File: config.mk
export PLATFORM = sky130hd
export DESIGN_NAME = alu_issue
export DESIGN_NICKNAME = d
export VERILOG_FILES = /design/src/rtl/alu_issue.sv
export SDC_FILE = /design/constraint.sdc
export NUM_CORES = 1
export LEC_CHECK = 0
export ABC_AREA = 1
export BUFFER_PORTS_ARGS = -buffer_cell sky130_fd_sc_hd__buf_2
export CORE_MARGIN = 1
export CORE_UTILIZATION = 31
export DETAILED_ROUTE_END_ITERATION = 10
export GPL_TIMING_DRIVEN = 0
export PLACE_DENSITY = 0.62
export SKIP_CTS_REPAIR_TIMING = 1
export SLEW_MARGIN = 20
export SYNTH_ARGS = -nofsm -noshare
export SYNTH_HDL_FRONTEND = slang
export SYNTH_SLANG_ARGS = --single-unit
File: constraint.sdc
create_clock -name clk -period 2.2 [get_ports clk]
set_input_delay 0 -clock clk [delete_from_list [all_inputs] [get_ports clk]]
set_output_delay 0 -clock clk [all_outputs]
set_load 0.005 [all_outputs]
File: src/rtl/alu_issue.sv
// Issue stage between a ready/valid request port and a registered ALU.
// Optional build macro ALU_ISSUE_OP_CHECK_EN rejects unsupported ops and mod-by-zero without issuing them.
module alu_issue (
  input  logic        clk,
  input  logic        reset,
  input  logic        req_valid,
  output logic        req_ready,
  input  logic [3:0]  req_op,
  input  logic [15:0] req_a,
  input  logic [15:0] req_b,
  output logic [3:0]  alu_operation,
  output logic [15:0] alu_reg_a,
  output logic [15:0] alu_reg_b,
  input  logic [15:0] alu_c_out,
  output logic        rsp_valid,
  input  logic        rsp_ready,
  output logic [15:0] rsp_data,
  output logic [3:0]  rsp_ccr,
  output logic        rsp_err
);

  typedef enum logic [1:0] {
    IDLE = 2'b00,
    WAIT = 2'b01,
    CAPT = 2'b10,
    RESP = 2'b11
  } state_t;

  state_t      state_r;
  logic        req_ready_r;
  logic        rsp_valid_r;
  logic [15:0] rsp_data_r;
  logic        rsp_err_r;
  logic [3:0]  op_r;
  logic [15:0] a_r;
  logic [15:0] b_r;
  logic        reject_s;

`ifdef ALU_ISSUE_OP_CHECK_EN
  // Ops outside 0000-0101 and 1010 are unsupported; mod (1010) by zero is also refused.
  function automatic logic op_rejected(input logic [3:0] op, input logic [15:0] b);
    logic unsupported;
    unsupported = (op > 4'b0101) && (op != 4'b1010);
    return unsupported || ((op == 4'b1010) && (b == 16'h0000));
  endfunction

  assign reject_s = op_rejected(req_op, req_b);
`else
  assign reject_s = 1'b0;
`endif

  // Issue FSM: owns the ALU drive registers and the held response.
  always_ff @(posedge clk) begin
    if (reset) begin
      state_r     <= IDLE;
      req_ready_r <= 1'b1;
      rsp_valid_r <= 1'b0;
      rsp_data_r  <= 16'h0000;
      rsp_err_r   <= 1'b0;
      op_r        <= 4'b0000;
      a_r         <= 16'h0000;
      b_r         <= 16'h0000;
    end else begin
      case (state_r)
        IDLE: begin
          if (req_valid && reject_s) begin
            state_r     <= RESP;
            req_ready_r <= 1'b0;
            rsp_valid_r <= 1'b1;
            rsp_data_r  <= 16'h0000;
            rsp_err_r   <= 1'b1;
          end else if (req_valid) begin
            state_r     <= WAIT;
            req_ready_r <= 1'b0;
            op_r        <= req_op;
            a_r         <= req_a;
            b_r         <= req_b;
          end
        end
        WAIT: state_r <= CAPT;
        CAPT: begin
          state_r     <= RESP;
          rsp_valid_r <= 1'b1;
          rsp_data_r  <= alu_c_out;
          rsp_err_r   <= 1'b0;
        end
        RESP: begin
          if (rsp_ready) begin
            state_r     <= IDLE;
            req_ready_r <= 1'b1;
            rsp_valid_r <= 1'b0;
          end
        end
        default: begin
          state_r     <= IDLE;
          req_ready_r <= 1'b1;
          rsp_valid_r <= 1'b0;
        end
      endcase
    end
  end

  assign req_ready     = req_ready_r;
  assign rsp_valid     = rsp_valid_r;
  assign rsp_data      = rsp_data_r;
  assign rsp_err       = rsp_err_r;
  assign alu_operation = op_r;
  assign alu_reg_a     = a_r;
  assign alu_reg_b     = b_r;
  // Flags come from the captured result, not from the ALU.
  assign rsp_ccr       = {rsp_data_r[15], (rsp_data_r == 16'h0000), 2'b00};

endmodule

==> results of run 1 <==
[synth_stat cells (all sizes together)]
cell / instances / area, µm²
nor2: 90 / 338
dfxtp: 56 / 1120
o21ai: 53 / 269
inv: 22 / 82.6
buf: 18 / 148
nand2: 16 / 60.1
a21oi: 14 / 70.1
ha: 5 / 62.6
nand3: 5 / 25.0
a21boi: 1 / 7.51
and2: 1 / 6.26
clkbuf: 1 / 3.75
conb: 1 / 3.75
[worst reg2reg max path, delay by kind of cell (launching register included)]
family,cells,cell delay [ns]
adder cells (fa/ha/maj),1,0.31
flip-flops,1,0.41
buffers and inverters,3,0.46
AO/OA/AOI/OAI,2,0.19
[layer usage]
| layer | track usage [%] | part of all wire, % |
|---|---|---|
| met5 | 0 | 0 |
| met4 | 4.85 | 0.95 |
| met3 | 3.71 | 5.0 |
| met2 | 23.2 | 49 |
| met1 | 17.0 | 45 |
[flip-flops by register name, summed over array words and instances (netlist names)]
register       cells
rsp_valid          1
alu_reg_a         16
req_ready          1
alu_reg_b         16
rsp_data          16
alu_operation      4
state_r            2
[cells by family (layout without fill, tap and decap cells)]
| family | count (synthesis) | after routing | share of synthesized area [%] |
|---|---|---|---|
| simple gates | 112 | 112 | 19.5 |
| compound gates | 68 | 68 | 15.8 |
| flops | 56 | 56 | 51.0 |
| buf+inv | 41 | 206 | 10.6 |
| fa+ha+maj | 5 | 5 | 2.85 |
| other cells | 1 | 3 | 0.171 |
[area by class of cell]
type                    instances  area (µm²)
inverters                      22        82.6
plain buffers                  19         151
clock buffers                   6        72.6
well taps                      96         120
clock inverters                 2        35.0
multi-input cells             188         850
repair buffers                157        1020
fillers                       710        3380
flip-flops and latches         56        1120
[power by group]
part | switching, mW | leakage, nW | internal [mW]
logic | 0.778 | 1.21 | 0.716
registers | 0.176 | 0.462 | 1.35
clock network | 0.322 | 0.0552 | 0.338
[final timing paths]
check / cells after the start / end / start
min: 3 / alu_operation[3] / req_op[3]
min reg2reg: 2 / req_ready / req_ready
max reg2reg: 6 / rsp_data[12] / state_r[0]
max: 6 / rsp_data[12] / state_r[0]
[per-stage QoR]
stage	util [%]	cell area [µm²]
2_1_floorplan	-	2200
3_3_place_gp	42.2	2880
3_5_place_dp	42.2	2880
4_1_cts	43.7	2990
5_1_grt	50.5	3450
6_report	50.5	3450
==> impl_metrics.tcl, run 1 <==
set metrics [dict create \
    syn_avg_cell_area_um2 7.76 \
    end_kind "flop" \
    clk_path_buf_depth 2 \
    fin_crit_sh_pct 64.8 \
    ys_ff_latch 56 \
    crit_required_ns 2.44 \
    critical_path.top_delay_family "buffers and inverters" \
    slew_viol_final 0 \
    ant_nets 0 \
    hold_class "input port to flop" \
    regToRegSetupSlack_ns 0.77 \
    synth_cell_type_count 18 \
    syn_area_mm2 0.00220 \
    num_vias 2308 \
    grt_pass1_vias 1898 \
    io_buffers 111 \
    critPathSlowestCell "dfxtp_1" \
    maxCapViolCount 0 \
    clk_pin_slew_ns 0.10 \
    wirelength_um 5660 \
    fin_crit_ns 1.43 \
    initial_core_util_pct 32.2 \
    stdcell_count 546 \
    vias_per_cell 4.23 \
    fmax_ghz 0.701 \
    path_max_fanout 10 \
    grt_max_degree 17 \
    grtUsageTotal_pct 13.8 \
    overflow 0 \
    dr.pass1.iters 4 \
    violations "hold timing" \
    clk_latency_ns 0.30 \
    synth-seq-area-share_pct 51.0 \
    gp_congestion 0.802 \
    mostFrequentLayoutCells "buf_2 (115), nor2_1 (90), dfxtp_1 (56)" \
    layout_commonest_cell "buf_2" \
    htree_levels 2 \
    p_total_mw 3.68 \
    die_h_um 86.2 \
    fp.dieArea_mm2 0.00743 \
    fp.coreArea_mm2 0.00683 \
    rows 30 \
    rsz0062_at_grt "false" \
    clock_skew_ns 0.00703 \
    finalHoldViolCount 5 \
    holdWs_ns -0.0420 \
    root_buffer "clkbuf_8" \
    critical_path_class "flop to flop" \
    pre_cts_slack_ns 0.798 \
    drc 0 \
    drt_iter0_markers 67 \
    ios 115 \
    cts_buffers 5 \
    antenna_cells_inserted 0 \
    crit_arrival_ns 1.67 \
    critPathLaunchType "flop" \
    synthCells 283 \
    grt_pass1_wl_um 8240 \
    dp_cells 492 \
    wl_per_cell_um 10.4 \
    fp.dieW_um 86.2 \
    dp_hpwl_um 3980 \
    postLayoutSetupSlackWorst_ns 0.773 \
    crit_path_cell_trace "inv_1, ha_1, inv_2, buf_6, o21ai_1, a21oi_1" \
    setup_viol 0 \
    yosys_warnings 0 \
    crit_path_max_incr_delay_ns 0.41 \
    worst-path-buf-inv 3 \
    tns_ns 0 \
    power_density_mw_per_mm2 1070 \
    antenna_found_initial 0 \
    status "finished, violations left" \
    ir_drop_v 0.000590 \
    drive_above_1_share_pct 31.1 \
    syn2layout_area_growth_pct 56.9 \
    nets 510 \
    clock-sinks 56 \
    cts_tree "yes" \
    p_leak_nw 1.73 \
]
No activity file was read; power rests on OpenSTA's default activity.
==> run 2: changes to the inputs <==
PLACE_DENSITY = 0.64   (was 0.62)
clock period = 1.3 ns   (was 2.2 ns; I/O delays follow)
==> run 2 against run 1 <==
Against the previous run: the flow still finishes with violations (hold timing); maximum frequency rose by 17%; routed wire length rose by 7.3%; utilization rose by 0.55 points; setup slack got worse by 0.69 ns; clock skew rose by 0.00088 ns; first-iteration DRC count fell by 52%; total power rose by 68%; largest power group is now combinational logic; highest routed layer unchanged.
==> impl_metrics.tcl, run 2 (synthesis gave the netlist of run 1 again) <==
set metrics [dict create \
    ios 115 \
    critPathLaunchType "flop" \
    fp.dieW_um 86.2 \
    met2_usage_pct 24.7 \
    vias_per_cell 4.32 \
    finalHoldViolCount 5 \
    status "finished, violations left" \
    cts_buffers 5 \
    pre_cts_slack_ns -0.104 \
    crit_path_max_incr_delay_ns 0.37 \
    crit_path_cell_trace "inv_4, ha_4, nand2_2, buf_8, buf_6, o21ai_1, nor2_1" \
    drive_above_1_share_pct 32.7 \
    clk_pin_slew_ns 0.10 \
    fmax_ghz 0.819 \
    power_density_mw_per_mm2 1770 \
    antenna_cells_inserted 0 \
    violations "hold timing" \
    path_max_fanout 10 \
    dp_hpwl_um 4050 \
    holdWs_ns -0.0378 \
    ir_drop_v 0.000765 \
    clk_path_buf_depth 2 \
    dr.pass1.iters 4 \
    grt_pass1_wl_um 8250 \
    crit_required_ns 1.50 \
    grt_busiest_layer "met2" \
    initial_core_util_pct 32.2 \
    grtUsageTotal_pct 14.0 \
    drc 0 \
    postLayoutSetupSlackWorst_ns 0.0789 \
    wl_per_cell_um 11.1 \
    worstReg2RegEnd "alu_reg_a[1]" \
    grt_util_met1_pct 16.4 \
    cts_tree "yes" \
    min_from "alu_c_out[0]" \
    grt_pass1_vias 1829 \
    rr_startpoint "state_r[0]" \
    nets 513 \
    regToRegSetupSlack_ns 0.08 \
    io_buffers 111 \
    holdPathStages 3 \
    fp.coreArea_mm2 0.00683 \
    rows 30 \
    worstRegToRegCells 7 \
    ant_nets 0 \
    final_core_util_pct 51.0 \
    slew_viol_final 0 \
    fin_crit_sh_pct 93.9 \
    critPathSlowestCell "dfxtp_4" \
    setup_viol 0 \
    htree_levels 2 \
    clock_skew_ns 0.00791 \
    hold_class "input port to flop" \
    maxCapViolCount 0 \
    num_vias 2370 \
    min_to "rsp_data[0]" \
    antenna_found_initial 0 \
    p_total_mw 6.17 \
    drt_iter0_markers 32 \
    syn2layout_area_growth_pct 58.7 \
    gp_congestion 0.773 \
    clk_latency_ns 0.30 \
    overflow 0 \
    fin_crit_ns 1.22 \
    grt_max_degree 16 \
    die_h_um 86.2 \
    layout_commonest_cell "buf_2" \
    fp.dieArea_mm2 0.00743 \
    use_met3_pct 3.90 \
    wirelength_um 6070 \
    root_buffer "clkbuf_8" \
    mostFrequentLayoutCells "buf_2 (115), nor2_1 (90), dfxtp_1 (54)" \
    critical_path_class "flop to flop" \
    tns_ns 0 \
    p_leak_nw 1.73 \
    end_kind "flop" \
    fillerInstances 691 \
    crit_arrival_ns 1.42 \
    clock-sinks 56 \
]
[run 2: cell types whose count changed in the layout (fill, tap and decap cells not counted), sizes merged]
cell and change:
buf +1, dlygate4sd3 +2, bufinv -1
[run 2: critical path: cells and delay by family (launching register included)]
kind / cells / cell delay (ns)
flops: 1 / 0.37
simple gates: 2 / 0.13
compound gates: 1 / 0.12
fa+ha+maj: 1 / 0.14
buf+inv: 3 / 0.36
[run 2: cell type report]
class,instances,area (µm²),area share [%]
inverters,22,90.1,2.58
flip-flops and latches,56,1130,32.4
well taps,96,120,3.45
multi-input cells,188,871,25.0
repair buffers,160,1040,29.9
plain buffers,19,155,4.45
clock buffers,6,72.6,2.08
clock inverters,1,5.00,0.144
[run 2: report_power, final]
part	switching (mW)	internal, mW
registers	0.314	2.31
logic	1.38	1.29
clock network	0.523	0.368
[run 2: routing by layer]
layer	wire length, µm	up-vias
met3	340	8
li1	-	1228
met5	0	-
met1	2530	1058
met2	3140	76
met4	57	0
[run 2: metrics by stage]
| stage | hold slack [ns] | cell area, µm² | instances |
|---|---|---|---|
| after CTS | -0.0954 | 2960 | 499 |
| after global placement | 0.221 | 2880 | 492 |
| after detailed placement | 0.227 | 2880 | 492 |
| after global routing | -0.000268 | 3490 | 548 |
| final | -0.0378 | 3490 | 548 |
| after floorplan | 0.135 | 2200 | 285 |
[run 2: worst max path at each step]
| stage | from | cells after the start | to |
|---|---|---|---|
| after floorplan | state_r[0] | 7 | alu_reg_b[3] |
| after global routing | state_r[0] | 6 | rsp_data[9] |
| after global placement | state_r[0] | 6 | rsp_data[0] |
| after CTS | state_r[0] | 6 | rsp_data[0] |
| after detailed placement | state_r[0] | 6 | rsp_data[0] |
| final | state_r[0] | 7 | alu_reg_a[1] |
